$ cat src/rtl/mem_arb_pkg.sv
// Shared types and default widths for the unified-memory arbiter.
package mem_arb_pkg;

  localparam int unsigned AddrWDefault = 16;
  localparam int unsigned DataWDefault = 16;

  typedef enum logic [1:0] {
    StIdle,
    StBusyDm,
    StBusyIf
  } arb_state_e;

endpackage

$ cat src/rtl/mem_arb_ibuf.sv
// One-entry instruction buffer: last fetched address/word, with store-hit invalidation.
module mem_arb_ibuf
  import mem_arb_pkg::*;
#(
  parameter int unsigned AddrW = AddrWDefault,
  parameter int unsigned DataW = DataWDefault
) (
  input  logic             clk_i,
  input  logic             rst_ni,
  input  logic [AddrW-1:0] lookup_addr_i,
  output logic             hit_o,
  output logic [DataW-1:0] data_o,
  input  logic             fill_i,
  input  logic [AddrW-1:0] fill_addr_i,
  input  logic [DataW-1:0] fill_data_i,
  input  logic             inv_i,
  input  logic [AddrW-1:0] inv_addr_i
);

  logic             valid_q, valid_d;
  logic [AddrW-1:0] tag_q, tag_d;
  logic [DataW-1:0] data_q, data_d;

  always_comb begin
    valid_d = valid_q;
    tag_d   = tag_q;
    data_d  = data_q;
    if (fill_i) begin
      valid_d = 1'b1;
      tag_d   = fill_addr_i;
      data_d  = fill_data_i;
    end else if (inv_i && (inv_addr_i == tag_q)) begin
      valid_d = 1'b0;
    end
  end

  always_ff @(posedge clk_i or negedge rst_ni) begin
    if (!rst_ni) begin
      valid_q <= 1'b0;
      tag_q   <= '0;
      data_q  <= '0;
    end else begin
      valid_q <= valid_d;
      tag_q   <= tag_d;
      data_q  <= data_d;
    end
  end

  assign hit_o  = valid_q && (tag_q == lookup_addr_i);
  assign data_o = data_q;

endmodule

$ cat src/rtl/mem_arbiter.sv
// Single-port memory arbiter for IF and MEM-stage ports; DM always wins, stall until served.
// Define MEM_ARB_IBUF_EN to add a one-entry instruction buffer in front of fetches.
module mem_arbiter
  import mem_arb_pkg::*;
#(
  parameter int unsigned ADDR_W = AddrWDefault,
  parameter int unsigned DATA_W = DataWDefault
) (
  input  logic              clk,
  input  logic              rst,
  input  logic              if_re,
  input  logic [ADDR_W-1:0] if_addr,
  output logic [DATA_W-1:0] if_rdata,
  input  logic              dm_re,
  input  logic              dm_we,
  input  logic [ADDR_W-1:0] dm_addr,
  input  logic [DATA_W-1:0] dm_wdata,
  output logic [DATA_W-1:0] dm_rdata,
  output logic              stall,
  output logic              mem_re,
  output logic              mem_we,
  output logic [ADDR_W-1:0] mem_addr,
  output logic [DATA_W-1:0] mem_wdata,
  input  logic [DATA_W-1:0] mem_rdata,
  input  logic              mem_rdy
);

  arb_state_e        state_q, state_d;
  logic              mem_re_q, mem_re_d;
  logic              mem_we_q, mem_we_d;
  logic [ADDR_W-1:0] mem_addr_q, mem_addr_d;
  logic [DATA_W-1:0] mem_wdata_q, mem_wdata_d;
  logic [DATA_W-1:0] if_rdata_q, if_rdata_d;
  logic [DATA_W-1:0] dm_rdata_q, dm_rdata_d;
  logic              if_served_q, if_served_d;
  logic              dm_served_q, dm_served_d;

  logic              dm_req;
  logic              dm_issue;
  logic              if_served_eff;
  logic              ibuf_hit;
  logic [DATA_W-1:0] ibuf_data;

  assign dm_req   = dm_re | dm_we;
  assign dm_issue = (state_q == StIdle) && dm_req && !dm_served_q;

`ifdef MEM_ARB_IBUF_EN
  logic ibuf_match;

  mem_arb_ibuf #(
    .AddrW(ADDR_W),
    .DataW(DATA_W)
  ) u_ibuf (
    .clk_i        (clk),
    .rst_ni       (rst),
    .lookup_addr_i(if_addr),
    .hit_o        (ibuf_match),
    .data_o       (ibuf_data),
    .fill_i       ((state_q == StBusyIf) && mem_rdy),
    .fill_addr_i  (mem_addr_q),
    .fill_data_i  (mem_rdata),
    .inv_i        (dm_issue && dm_we),
    .inv_addr_i   (dm_addr)
  );

  // A hit only counts while idle, so it never races an access already in flight.
  assign ibuf_hit = ibuf_match && if_re && (state_q == StIdle);
`else
  assign ibuf_hit  = 1'b0;
  assign ibuf_data = '0;
`endif

  assign if_served_eff = if_served_q | ibuf_hit;
  assign stall         = (if_re & ~if_served_eff) | (dm_req & ~dm_served_q);

  always_comb begin
    state_d     = state_q;
    mem_re_d    = mem_re_q;
    mem_we_d    = mem_we_q;
    mem_addr_d  = mem_addr_q;
    mem_wdata_d = mem_wdata_q;
    if_rdata_d  = if_rdata_q;
    dm_rdata_d  = dm_rdata_q;
    if_served_d = if_served_q;
    dm_served_d = dm_served_q;

    unique case (state_q)
      StIdle: begin
        if (dm_issue) begin
          state_d     = StBusyDm;
          mem_re_d    = dm_re & ~dm_we;
          mem_we_d    = dm_we;
          mem_addr_d  = dm_addr;
          mem_wdata_d = dm_wdata;
        end else if (if_re && !if_served_eff) begin
          state_d     = StBusyIf;
          mem_re_d    = 1'b1;
          mem_we_d    = 1'b0;
          mem_addr_d  = if_addr;
          mem_wdata_d = '0;
        end
      end
      StBusyDm: begin
        if (mem_rdy) begin
          if (mem_re_q) dm_rdata_d = mem_rdata;
          dm_served_d = 1'b1;
          mem_re_d    = 1'b0;
          mem_we_d    = 1'b0;
          state_d     = StIdle;
        end
      end
      StBusyIf: begin
        if (mem_rdy) begin
          if_rdata_d  = mem_rdata;
          if_served_d = 1'b1;
          mem_re_d    = 1'b0;
          mem_we_d    = 1'b0;
          state_d     = StIdle;
        end
      end
      default: state_d = StIdle;
    endcase

    if (ibuf_hit) begin
      if_rdata_d  = ibuf_data;
      if_served_d = 1'b1;
    end

    // Pipeline advanced or request withdrawn: forget that this port was served.
    if (!stall || !if_re)  if_served_d = 1'b0;
    if (!stall || !dm_req) dm_served_d = 1'b0;
  end

  always_ff @(posedge clk or negedge rst) begin
    if (!rst) begin
      state_q     <= StIdle;
      mem_re_q    <= 1'b0;
      mem_we_q    <= 1'b0;
      mem_addr_q  <= '0;
      mem_wdata_q <= '0;
      if_rdata_q  <= '0;
      dm_rdata_q  <= '0;
      if_served_q <= 1'b0;
      dm_served_q <= 1'b0;
    end else begin
      state_q     <= state_d;
      mem_re_q    <= mem_re_d;
      mem_we_q    <= mem_we_d;
      mem_addr_q  <= mem_addr_d;
      mem_wdata_q <= mem_wdata_d;
      if_rdata_q  <= if_rdata_d;
      dm_rdata_q  <= dm_rdata_d;
      if_served_q <= if_served_d;
      dm_served_q <= dm_served_d;
    end
  end

  assign mem_re    = mem_re_q;
  assign mem_we    = mem_we_q;
  assign mem_addr  = mem_addr_q;
  assign mem_wdata = mem_wdata_q;
  assign dm_rdata  = dm_rdata_q;
  assign if_rdata  = ibuf_hit ? ibuf_data : if_rdata_q;

endmodule

$ cat config.mk
export PLATFORM = sky130hd
export DESIGN_NAME = mem_arbiter
export DESIGN_NICKNAME = d
export VERILOG_FILES = /design/src/rtl/mem_arb_pkg.sv /design/src/rtl/mem_arb_ibuf.sv /design/src/rtl/mem_arbiter.sv
export SDC_FILE = /design/constraint.sdc
export NUM_CORES = 1
export LEC_CHECK = 0
export CORE_UTILIZATION = 40
export DETAILED_ROUTE_END_ITERATION = 8
export GPL_ROUTABILITY_DRIVEN = 0
export PLACE_DENSITY_LB_ADDON = 0.25
export SLEW_MARGIN = 0
export SYNTH_ARGS = -nofsm -noshare
export SYNTH_HDL_FRONTEND = slang
export SYNTH_SLANG_ARGS = --single-unit
export TNS_END_PERCENT = 1
$ cat constraint.sdc
create_clock -name clk -period 2.1 [get_ports clk]
set_clock_uncertainty 0.15 [all_clocks]
set_input_delay 0.525 -clock clk [delete_from_list [all_inputs] [get_ports clk]]
set_output_delay 0.525 -clock clk [all_outputs]
set_load 0.01 [all_outputs]
== After elaboration in Yosys (flattened, before gate mapping) ==
Cells that the tools add are included.

* Flip-flop bits (word level): 70
* Input port bits: 70
* Output and inout port bits: 67
* Word-level logic and storage cells: 66

* Equality and inequality tests: 4
* Mux-type cells: 20
* Bitwise operators: 8
* Reductions and logical operators: 25

{| class="wikitable"
|+ Operators by type and width
! operator !! number
|-
| two-way mux 16 bit || 4
|-
| nonzero test 2 bit || 6
|-
| two-way mux 1 bit || 10
|-
| AND reduction 2 bit || 5
|-
| two-way mux 2 bit || 3
|-
| AND reduction 3 bit || 2
|-
| logical NOT 1 bit || 5
|-
| one-hot mux 1 bit (2 select lines) || 2
|-
| one-hot mux 2 bit (2 select lines) || 1
|-
| bitwise AND 1 bit || 3
|-
| logical AND 1 bit || 3
|-
| inequality test 3 x 2 -> 1 bit (second input constant) || 1
|-
| NOT 1 bit || 3
|-
| == test 2 x 1 -> 1 bit (second input constant) || 1
|-
| == test 2 bit (second input constant) || 1
|-
| logical NOT 2 bit || 1
|-
| logical OR 1 bit || 2
|-
| inequality test 2 x 1 -> 1 bit (second input constant) || 1
|-
| bitwise OR 1 bit || 2
|-
| OR reduction 2 bit || 1
|}

== Longest topological paths before layout ==
Gate-level depths: netlist of run 1.

* Depth after elaboration: 7
* Depth in mapped cells: 8
* Depth with buffers taken out: 6

== Least setup slack after synthesis of run 1 ==
Ideal clock, no wire load.

* Kind: input-to-output
* From: in dm_we
* To: out stall
* Arrival time: 1.161 ns
* Required time: 1.425 ns
* Slack: 0.264 ns
* Stages: 3
* Path buffers: 1
* Cell sequence: o21bai_4 clkbuf_1 nand2_1

* Cells in the longest elaborated chain, start to end: 3

{| class="wikitable"
|+ Ends and longest elaborated chain
! what !! line !! text
|-
| start: declaration || mem_arbiter.sv:15 || <nowiki>input logic dm_we,</nowiki>
|-
| bitwise OR 1 bit || mem_arbiter.sv:44 || <nowiki>assign dm_req = dm_re | dm_we;</nowiki>
|-
| bitwise AND 1 bit || mem_arbiter.sv:74 || <nowiki>assign stall = (if_re & ~if_served_eff) | (dm_req & ~dm_served_q);</nowiki>
|-
| bitwise OR 1 bit || mem_arbiter.sv:74 ||
|-
| end: declaration || mem_arbiter.sv:19 || <nowiki>output logic stall,</nowiki>
|}

No other way between the ends.

== Final worst setup path of run 1 ==
* From: in if_re
* To: out stall

* Cells in the longest elaborated chain, start to end: 2

{| class="wikitable"
|+ Ends and longest elaborated chain
! what !! line !! text
|-
| start: declaration || mem_arbiter.sv:11 || <nowiki>input logic if_re,</nowiki>
|-
| bitwise AND 1 bit || mem_arbiter.sv:74 ||
|-
| bitwise OR 1 bit || mem_arbiter.sv:74 ||
|}

No other way between the ends.

==> summary by stage, run 1 <==
Status
The flow ran to the end, and the final reports show no timing, DRC or antenna violations.

STA
After layout, the minimum clock period comes to 1.97 ns. Setup violations remaining at the end of the flow were counted as 0. The headroom to the max-slew limit is 75.5%. The final count of pins violating max slew is 0. The number of hold violations in the final report is 0. Setup repair after global routing left no endpoint under its margin. Derived from the worst setup path, the maximum achievable clock frequency is 507 MHz. For the pin with the worst max-slew slack, the measured transition is around 0.37 ns. The ratio of final minimum period to clock period is 94.0%.

Synth
The most used flip-flop cell after synthesis is sky130_fd_sc_hd__dfrtp_1. Of all flip-flops after synthesis, the portion carrying an async set or reset was between 90% and 100%. Counting every net in the synthesized netlist gives 290. The count of flip-flops with a built-in enable after synthesis is 0. Dividing the synthesized area by the synthesized cell count gives 13.0 sq um. The part of the Yosys area used for sequential elements is 62.5%. Yosys printed 0 warnings. After synthesis the cells add up to ~2800 sq um. In the synthesized netlist, the number of instances is approximately 220. The number of synthesized register bits is 70. Yosys mapped the design onto 27 distinct sky130hd cell types.

Clock tree
TritonCTS created 9 clock buffers. The maximum level of the CTS H-tree is 3. In this run the post-CTS setup repair buffer count came out at 0. The CTS tree is done.

The register clock-pin slew on the reported worst setup and hold paths is ~0.080 ns. The clock net in this run drives a total of 70 sinks. The clock latency of the later-clocked register in the worst-skew pair is 0.33 ns. The root buffer cell is sky130_fd_sc_hd__clkbuf_8.

The clock passes through at most 2 buffers.

Setup path
The endpoint type of the worst setup path is an output pin. The critical path is of the primary input to output pin type. Of all nets on the critical path, the largest fanout is 2. At the worst endpoint, the arrival time is 1.30 ns. At the worst endpoint, the required time is 1.42 ns. STA classifies the critical path startpoint as a primary input.

Drt
After detailed routing, the number of remaining DRC violations is 0. The number of detailed-route iterations in the first pass is 4. The detailed-route wire length per cell is between 10 and 15 microns.

The first routing iteration left 55 violations. The number of nets with antenna violations after detailed routing is 0. The mean number of vias per cell is 4.82. For this block, the via count after detailed routing is 2,249. The final routed wirelength across all metal layers is 6920 microns.

Cells and area
The area growth from synthesis to layout is 64.1%. Leaving out filler cells and counting taps, the final layout contains about 470. Cells fill 67.7% of the core in the end. The layout cell share with drive strength beyond 1 is 14.8%. The antenna cell count is 0. At the end of the flow, the number of nets in the layout was around 440.

Global route
The global-route wire length before repair is 11,400 microns. The total overflow reported by the global router is 0. The combined global-route utilization of all metal layers is 20.1%. The pin count of the biggest net entering global routing is 71. The number of global-route vias before repair came to 2,373. The number of antenna violations at the first check in global routing was 0.

Floorplan
The count of boundary I/O pins is 137. The die covers 7350 sq um. The die is roughly 86 microns tall.

Measured along the x axis, the die boundary spans approximately 86 microns. The initial standard-cell utilization of the core is 41.3%. The initialized floorplan defines 30 standard-cell rows. The core footprint is 6790 sq um.

Power and ir drop
In this run the static leakage power is 1.98 nW. The largest vdd supply drop is 732 uV. Summing internal, switching and leakage power gives 6.83 mW. Dividing total power by cell area gives a power density of 1490 nW/um^2.

Worst hold path
The class of the tightest hold or removal check is primary input to asynchronous set/reset pin.

Placement
The number of placed instances, taps included, is 452. Summed over all nets, the half-perimeter wirelength after detailed placement is approximately 5000 microns. The number of buffers inserted by port buffering is 136.

Job
Max-cap violations in this run came to 0.
==> placed cells by master (no fill, tap or decap), types with 2 or more instances in the layout <==
master / n
sky130_fd_sc_hd__buf_4: 11
sky130_fd_sc_hd__nor2_1: 6
sky130_fd_sc_hd__buf_12: 5
sky130_fd_sc_hd__o21ai_1: 17
sky130_fd_sc_hd__clkdlybuf4s50_1: 132
sky130_fd_sc_hd__nor2b_1: 3
sky130_fd_sc_hd__o21ai_0: 2
sky130_fd_sc_hd__a22o_1: 17
sky130_fd_sc_hd__o22ai_1: 16
sky130_fd_sc_hd__a21oi_1: 2
sky130_fd_sc_hd__dlygate4sd2_1: 2
sky130_fd_sc_hd__inv_1: 2
sky130_fd_sc_hd__clkbuf_8: 10
sky130_fd_sc_hd__dfrtp_1: 70
sky130_fd_sc_hd__clkinvlp_4: 2
sky130_fd_sc_hd__ha_1: 4
sky130_fd_sc_hd__mux2_1: 15
sky130_fd_sc_hd__nand2_1: 21
sky130_fd_sc_hd__mux2_2: 17
==> worst max-delay path, stage by stage <==
cell                              delay [ns]
sky130_fd_sc_hd__clkdlybuf4s50_1        0.49
sky130_fd_sc_hd__nand2b_1               0.09
sky130_fd_sc_hd__nand2_1                0.07
sky130_fd_sc_hd__clkbuf_2               0.12
==> Yosys cell counts, drive strengths merged, types with 2 or more instances <==
cell | instances | share of area, %
inv | 3 | 0.40
a22o | 17 | 5.3
nor2 | 6 | 0.80
mux2 | 32 | 13
buf | 9 | 1.9
a21oi | 2 | 0.36
clkbuf | 3 | 0.40
nand2 | 21 | 2.8
dfrtp | 70 | 63
o21ai | 20 | 3.6
o22ai | 16 | 3.6
ha | 4 | 1.8
nor2b | 4 | 0.89
==> flip-flops by register name, indices dropped and copies added (netlist names) <==
register,cells
dm_rdata,16
if_rdata,16
mem_addr,16
mem_wdata,16
state_q,2
dm_served_q,1
if_served_eff,1
mem_re,1
mem_we,1
==> area by class of cell <==
| cell class | count | area, sq um |
|---|---|---|
| sequential | 70 | 1750 |
| clock buffer | 10 | 138 |
| multi-input combinational | 131 | 988 |
| clock inverter | 5 | 58.8 |
| timing repair buffer | 152 | 1530 |
| fill | 549 | 2190 |
| inverter | 3 | 11.3 |
| tap | 96 | 120 |
==> cell families (layout without fill, tap and decap cells) <==
family                   Yosys count  count (layout)  share of synthesized area (%)
AO/OA/AOI/OAI                     58              58                           14.2
adder cells (fa/ha/maj)            4               4                           1.79
buffers and inverters             15             170                           2.72
flip-flops                        70              70                           62.5
multiplexers                      32              32                           12.9
AND/OR/NAND/NOR                   37              37                           5.94
==> path summary, 6_finish.rpt <==
| kind | from | to | slack [ns] | cells past startpoint |
|---|---|---|---|---|
| min reg2reg | mem_addr[13] | mem_addr[13] | 0.34 | 2 |
| min | rst | if_rdata[0] | 0.06 | 2 |
| max in group asynchronous | rst | mem_wdata[5] | 1.45 | 2 |
| max | if_re | stall | 0.13 | 4 |
| min in group clk | mem_addr[13] | mem_addr[13] | 0.34 | 2 |
| max reg2reg | state_q[1] | mem_addr[0] | 0.26 | 7 |
==> stage by stage <==
stage	setup WS [ns]	hold slack (ns)	TNS, ns	instance area [sq um]
2_1_floorplan	0.264	0.0794	0	2800
3_3_place_gp	-0.279	0.319	-2.01	4410
3_5_place_dp	-0.289	0.324	-2.86	4410
4_1_cts	0.0194	0.0600	0	4600
5_1_grt	0.0547	0.0788	0	4600
6_report	0.126	0.0557	0	4600
==> power by group <==
| group | internal (mW) | leakage (nW) | switching [mW] | total (mW) |
|---|---|---|---|---|
| combinational | 2.00 | 1.02 | 1.41 | 3.41 |
| sequential | 2.01 | 0.859 | 0.339 | 2.35 |
| clock | 0.576 | 0.0948 | 0.500 | 1.08 |
==> per-layer routing <==
metal | track usage (%) | part of all wire (%) | vias up | wire (microns)
met2 | 35.5 | 53 | 57 | 3680
met1 | 23.9 | 41 | 1095 | 2840
met4 | 9.24 | 2.1 | 0 | 143
met5 | 0 | 0 | - | 0
li1 | - | - | 1083 | -
met3 | 3.75 | 3.7 | 14 | 255
==> repair_timing <==
action | CTS | global route
endpoints found under the setup margin | 1 | 1
hold buffers | 0 | 0
resized for setup | 4 | 1
(Power assumes the default switching activity.)
==> run 2: changes to the inputs <==
--- a/config.mk
+++ b/config.mk
@@ -8,7 +8,7 @@
 export CORE_UTILIZATION = 40
 export DETAILED_ROUTE_END_ITERATION = 8
 export GPL_ROUTABILITY_DRIVEN = 0
-export PLACE_DENSITY_LB_ADDON = 0.25
+export PLACE_DENSITY = 0.79
 export SLEW_MARGIN = 0
 export SYNTH_ARGS = -nofsm -noshare
 export SYNTH_HDL_FRONTEND = slang
==> run 2 against run 1 <==
Against the previous run:
- clock power is essentially flat
- utilization down 0.24 points
- via count is 2.2% lower
- critical path type unchanged
==> summary by stage, run 2 (synthesis gave the netlist of run 1 again) <==
Placement
The number of cells in the design after placement is 448 (was 452). The post-DP HPWL is 4850 microns (was 4990 microns). The placement-stage cell area is 4380 sq um (was 4410 sq um). The worst slack at placement is -0.296 ns (was -0.289 ns). The number of buffers inserted by port buffering is 136 (unchanged).

Status
Run status: completed (unchanged).

Floorplan
The area enclosed by the die boundary is 7350 sq um (unchanged). The core footprint is 6790 sq um (unchanged). The width of the die is 85.7 microns (unchanged). The count of boundary I/O pins was 137 (unchanged).

The cell row count is 30 (unchanged). The initial standard-cell utilization of the core is 41.3% (unchanged). The die height came to 85.7 microns (unchanged).

Worst hold path
The class of the tightest hold or removal check is primary input to asynchronous set/reset pin (unchanged).

Cells and area
The synthesis-to-layout area growth came to 63.5% (was 64.1%). The antenna cell count is 0 (unchanged). The layout cell share with drive strength beyond 1 came to 14.4% (was 14.8%). The area of all placed cells without fillers is 4580 sq um (was 4600 sq um). The count of placed standard cells in the final layout, fillers left out is 464 (was 467).

Commonest cells after routing, fill and taps aside: 132 x sky130_fd_sc_hd__clkdlybuf4s50_1, 70 x sky130_fd_sc_hd__dfrtp_1, 21 x sky130_fd_sc_hd__nand2_1 (unchanged). The leading cell type in the layout, fill and taps excluded is sky130_fd_sc_hd__clkdlybuf4s50_1 (unchanged). The number of nets in the final layout is 437 (was 441).

STA
The number of setup violations in the final report was 0 (unchanged). The time the worst path needs with I/O delays and setup is 2.00 ns (was 1.97 ns). The number of hold violations in the final report was 0 (unchanged). The final count of pins violating max slew was 0 (unchanged). The transition at the pin with the smallest max-transition slack is 0.362 ns (was 0.368 ns). The final total negative setup slack is 0 ns (unchanged). The maximum clock rate came to 500 MHz (was 507 MHz).

The ratio of final minimum period to clock period is 95.2% (was 94.0%). Setup repair after global routing missed its margin: false (unchanged). The headroom to the max-slew limit is 75.9% (was 75.5%). The final worst-path setup slack is 0.102 ns (was 0.126 ns).

Clock tree
The clock sink count is 70 (unchanged). The root buffer cell is sky130_fd_sc_hd__clkbuf_8 (unchanged). The count of buffers added by post-CTS timing repair for setup is 0 (unchanged). The register clock-pin slew on the reported worst setup and hold paths was 0.08 ns (about the same). The total of hold buffers inserted after clock tree synthesis is 0 (unchanged). The maximum buffer depth of the clock tree is 2 (unchanged).

The TritonCTS buffer count is 9 (unchanged). The maximum level of the CTS H-tree is 3 (unchanged). The CTS tree is done (unchanged). The clock latency of the later-clocked register in the worst-skew pair is 0.33 ns (about the same).

Power and ir drop
The total net switching power is 2.24 mW (was 2.25 mW). The fraction of power consumed by combinational cells came to 49.4% (was 49.9%). The cell leakage power is 1.97 nW (was 1.98 nW). The post-layout total power is 6.80 mW (was 6.83 mW). The cell internal power dissipation came to 4.57 mW (was 4.58 mW).

The sequential power share is 34.5% (was 34.3%). The power density of the placed cells is 1480 nW/um^2 (was 1490 nW/um^2). The switching fraction of total power is 32.9% (about the same).

The largest vdd supply drop was 664 uV (was 732 uV). The part of the total power dissipated in the clock network is 16.1% (was 15.8%).

Drt
The detailed-route DRC error count is 0 (unchanged). The total number of vias is 2,200 (was 2,249). The number of detailed-route iterations in the first pass was 5 (was 4).

The number of nets with antenna violations after detailed routing came to 0 (unchanged). The final routed wirelength across all metal layers came to 6640 microns (was 6920 microns). The starting DRC count in detailed routing is 46 (was 55). The detailed-route wire length per cell is 14.3 microns (was 14.8 microns). The mean number of vias per cell is 4.74 (was 4.82).

Job
The max capacitance violation total came to 0 (unchanged).

Global route
The total overflow reported by the global router came to 0 (unchanged). The global-route wire length before repair is 10,600 microns (was 11,400 microns). The number of global-route vias before repair was 2,256 (was 2,373). The pin count of the biggest net entering global routing was 71 (unchanged).

The number of antenna violations at the first check in global routing is 0 (unchanged). The combined global-route utilization of all metal layers came to 18.9% (was 20.1%).

Setup path
The arrival time reported for the critical path endpoint is 1.32 ns (was 1.30 ns). The endpoint type of the worst setup path is an output pin (unchanged). The maximum net fanout on the critical path is 3 (was 2). The critical path class is primary input to output pin (unchanged). The launching element type of the critical path is a primary input (unchanged).

The data required time at the worst endpoint is 1.42 ns (about the same).
## run 2: timing repair
item / in CTS / in global routing
setup endpoints to repair: 1 / 3
gates resized for setup: 4 / 2
cloned: 0 / 0
## run 2: worst max-delay path: stages
cell and delay, ns:
sky130_fd_sc_hd__clkdlybuf4s50_1 0.49, sky130_fd_sc_hd__nand2b_1 0.10, sky130_fd_sc_hd__nand2_1 0.08, sky130_fd_sc_hd__clkbuf_2 0.12
## run 2: final timing paths
path	start	cells past startpoint	slack, ns	to
worst max-delay path	if_re	4	0.10	stall
worst min-delay path	rst	2	0.05	dm_rdata[12]
worst max register to register	state_q[0]	7	0.19	mem_addr[12]
worst min register to register	mem_addr[10]	2	0.34	mem_addr[10]
max in group asynchronous	rst	2	1.46	mem_addr[5]
min in group clk	mem_addr[10]	2	0.34	mem_addr[10]
## run 2: through the flow
| step | utilization (%) | hold WS (ns) |
|---|---|---|
| after floorplan | - | 0.0794 |
| after global placement | 64.5 | 0.320 |
| after detailed placement | 64.5 | 0.325 |
| after CTS | 67.5 | 0.0553 |
| after global routing | 67.5 | 0.0637 |
| final | 67.5 | 0.0460 |
## run 2: final cells by class
class / instances / area (sq um)
Fill cell: 524 / 2210
Sequential cell: 70 / 1750
Timing Repair Buffer: 148 / 1500
Multi-Input combinational cell: 131 / 991
Clock buffer: 10 / 138
Tap cell: 96 / 120
Clock inverter: 6 / 70.1
Inverter: 3 / 11.3
## run 2: layer usage
layer	GRT usage, %	up-vias	routed length (microns)
li1	-	1074	-
met1	21.1	1038	2650
met2	34.4	72	3540
met3	2.79	16	253
met4	10.5	0	195
met5	0	-	0
## run 2: power groups by stage
stage               sequential (mW)  combinational [mW]  clock [mW]
CTS                            2.36                3.42        1.14
global placement               2.35                3.33           0
global route                   2.43                3.62        1.19
floorplan                      2.65                1.28           0
finish                         2.35                3.36        1.09
detailed placement             2.37                3.41           0
